File: config.mk
export PLATFORM = sky130hd
export DESIGN_NAME = store_checker_table
export DESIGN_NICKNAME = d
export VERILOG_FILES = /design/src/rtl/store_checker_table.sv
export SDC_FILE = /design/constraint.sdc
export NUM_CORES = 1
export LEC_CHECK = 0
export CAP_MARGIN = 15
export CORE_UTILIZATION = 30
export DETAILED_ROUTE_END_ITERATION = 16
export GPL_TIMING_DRIVEN = 0
export HOLD_SLACK_MARGIN = 0.06
export PLACE_DENSITY = 0.45
export SYNTH_ARGS = -nofsm -noshare
export SYNTH_HDL_FRONTEND = slang
export SYNTH_SLANG_ARGS = --single-unit
File: constraint.sdc
create_clock -name clk_i -period 13 [get_ports clk_i]
set_clock_uncertainty 0.05 [all_clocks]
set_input_delay 1.95 -clock clk_i [delete_from_list [all_inputs] [get_ports clk_i]]
set_output_delay 1.95 -clock clk_i [all_outputs]
set_load 0.02 [all_outputs]
File: src/rtl/store_checker_table.sv
// Expected-store table: one synchronous write port, one asynchronous read port.
module store_checker_table #(
  parameter int XLEN  = 32,
  parameter int DEPTH = 8,
  parameter int IDXW  = 3
) (
  input  logic            clk_i,
  input  logic            we_i,
  input  logic [IDXW-1:0] widx_i,
  input  logic [XLEN-1:0] wadr_i,
  input  logic [XLEN-1:0] wdata_i,
  input  logic [IDXW-1:0] ridx_i,
  output logic [XLEN-1:0] radr_o,
  output logic [XLEN-1:0] rdata_o
);

  // Contents are intentionally not reset; they survive a checker reset.
  logic [2*XLEN-1:0] mem_q [DEPTH];

  always_ff @(posedge clk_i) begin
    if (we_i && (int'(widx_i) < DEPTH)) begin
      mem_q[widx_i] <= {wadr_i, wdata_i};
    end
  end

  assign {radr_o, rdata_o} = (int'(ridx_i) < DEPTH) ? mem_q[ridx_i] : '0;

endmodule

==> run metrics, run 1 <==
Synthesized Nets=824; critical path required time=11.00 ns; Cell Count, Final, Fillers Out=1863; outcome=finished clean; #FFs+latches synth=512; Total GRT Usage=0.137; diode count=0; Post-CTS Setup Inserts=0; count of input and output buffers=132; Remaining DRCs=0; total power draw=3.54 mW; die area=0.0652 sq mm; vias in the first global route=9431; setup TNS=0 ns; Post-DRT Antenna Nets=0; RSZ-0062 raised after global routing=false; Worst setup EP type=output port; Final period util=0.500; register area=0.0154 sq mm; area of the multi-input gates=0.00372 sq mm; Rows=92; Slew Limit Fails=0; nets=1048; # IOs=136; Initial Utilization=0.304; CP Class=input port to output port; depth of the CTS H-tree=2; warnings from Yosys=0; synthesized instance count=752; largest registers=mem_q: 512 flops; synthesis-to-layout area growth=23.9%; max-cap violations=0; drt total wl=43.8 mm; type of the most critical hold path=input port to flip-flop; DP Cell Count=1765; Worst Setup Start Kind=input port; Clock Path Buffers=3; Sink Count=512; post-cts hold buffer count=0; Slew @ Worst Pin=1.11 ns; largest net degree at the start of global routing=24; signal arrival time at the worst endpoint=4.50 ns; number of flip-flops in the largest register=512; Avg Vias per Cell=4.60; VDD IR max=0.0883 mV; share of Yosys cell area claimed by the top area cell type=0.798; mapped cell area=0.0193 sq mm; CTS tree=built; largest family of logic cells by synthesized area=multiplexers; Vert. Die Dim=255 microns; cell family with most CP delay=buffers and inverters; core footprint=0.0633 sq mm; Hold Slack=2.04 ns; Simple-Gate Fraction of Synth Area=0.00305; layout cells sized above 1=0.313; slowest cell on the critical path=buf_1; multiplexer share of the synthesized area=0.187; Final Critical Period=6.50 ns; Final setup viols=0; DRT Pass-1 Iters=4; global route overflow=0; DR iter-0 viols=513; post-synthesis xor/xnor area fraction=0; Top reg by flops=mem_q; post-DP HPWL=27.9 mm; post_cts resized=0; top cell type by total area after synthesis=edfxtp_1; Cell Chain, Critical Path=buf_1 > clkbuf_1 > mux2_2 > clkdlybuf4s50_1; CP Buf/Inv Count=3; Inserted Clock Buffers=55; FMAX=0.154 GHz; routability congestion estimate from global placement=0.644; Synth Area in Compound Gates=0; PD cells=148 mW/mm^2; number of library cell types mapped by synthesis=12; initial antenna violation count=5; worst rel slew slack=0.262; Die X=255 microns; slowest cell delay on critical path=0.79 ns; post-synthesis sequential area ratio=0.798; routed wire length per instance=23.5 microns; Post-Synth Adder-Cell Area=0; mean post-synth cell area=25.6 sq um; total leakage power=7.41 nW; crit path max fanout=10; total number of vias=8565; Synth area leaders=edfxtp_1, mux4_2, mux2_2; Clock Pin Slew Worst Setup and Hold Paths=0.06 ns; Root Driver=clkbuf_16; fillers=5730; first-pass GRT wire length=65.3 mm; Final Hold Viols=0
final timing paths:
check | from | endpoint | cells past startpoint
max | ridx_i[1] | rdata_o[5] | 4
min | wdata_i[22] | mem_q[7][22]$_DFFE_PP_ | 1
synthesized netlist by cell type:
cell	number
edfxtp_1	512
mux4_2	128
mux2_2	64
buf_6	11
buf_1	9
clkbuf_1	9
nor2_1	6
buf_2	3
buf_4	3
nand2b_1	3
nand2_1	2
nor3_1	2
area by class of cell:
cell class / count / area share
flip-flops and latches: 512 / 0.644
multi-input cells: 205 / 0.156
repair buffers: 167 / 0.0807
well taps: 846 / 0.0444
plain buffers: 35 / 0.00959
clock inverters: 19 / 0.00398
clock buffers: 79 / 0.0614
power breakdown:
part           total (mW)  switching (mW)  internal, mW
clock                1.39           0.608         0.778
combinational       0.274           0.138         0.136
sequential           1.88          0.0105          1.87
total                3.54           0.757          2.79
metrics by stage:
step / cell area, sq um / worst slack, ns / util
floorplan: 19300 / 5.90 / -
global placement: 21600 / -0.447 / 0.342
detailed placement: 22300 / 6.34 / 0.352
CTS: 23900 / 6.33 / 0.377
global route: 23900 / 6.34 / 0.377
finish: 23900 / 6.50 / 0.377
placed cells by master (no fill, tap or decap), types with 6 or more instances in the layout:
master,n
clkdlybuf4s50_1,132
buf_1,9
edfxtp_1,512
clkbuf_1,33
nor2_4,6
clkinv_1,8
mux4_2,128
clkbuf_16,55
buf_16,6
buf_12,12
buf_6,22
mux2_2,64
clkinv_2,8
layer usage:
metal | GRT usage | vias up | routed length, microns
li1 | - | 3713 | -
met1 | 0.186 | 4603 | 19500
met2 | 0.219 | 171 | 21100
met3 | 0.0367 | 68 | 2440
met4 | 0.0306 | 10 | 753
met5 | 0 | - | 70
kinds of logic after synthesis:
family	after synthesis
mux	192
flops	512
simple gates	13
buf+inv	35
No activity file was read; power rests on OpenSTA's default activity.
==> run 2, diff against run 1 <==
Clock period 13 ns to 6.77 ns, I/O delays scaled along.
==> results of run 2 <==
Same layout as run 1 (identical final DEF). Status: finished clean.
Main changes from that run: setup slack after placement 6.34 ns -> 1.98 ns; setup slack after layout 6.50 ns -> 2.14 ns; hold slack 2.04 ns -> 1.10 ns; total power 3.54 mW -> 6.80 mW; worst IR drop on VDD 0.0883 mV -> 0.170 mV
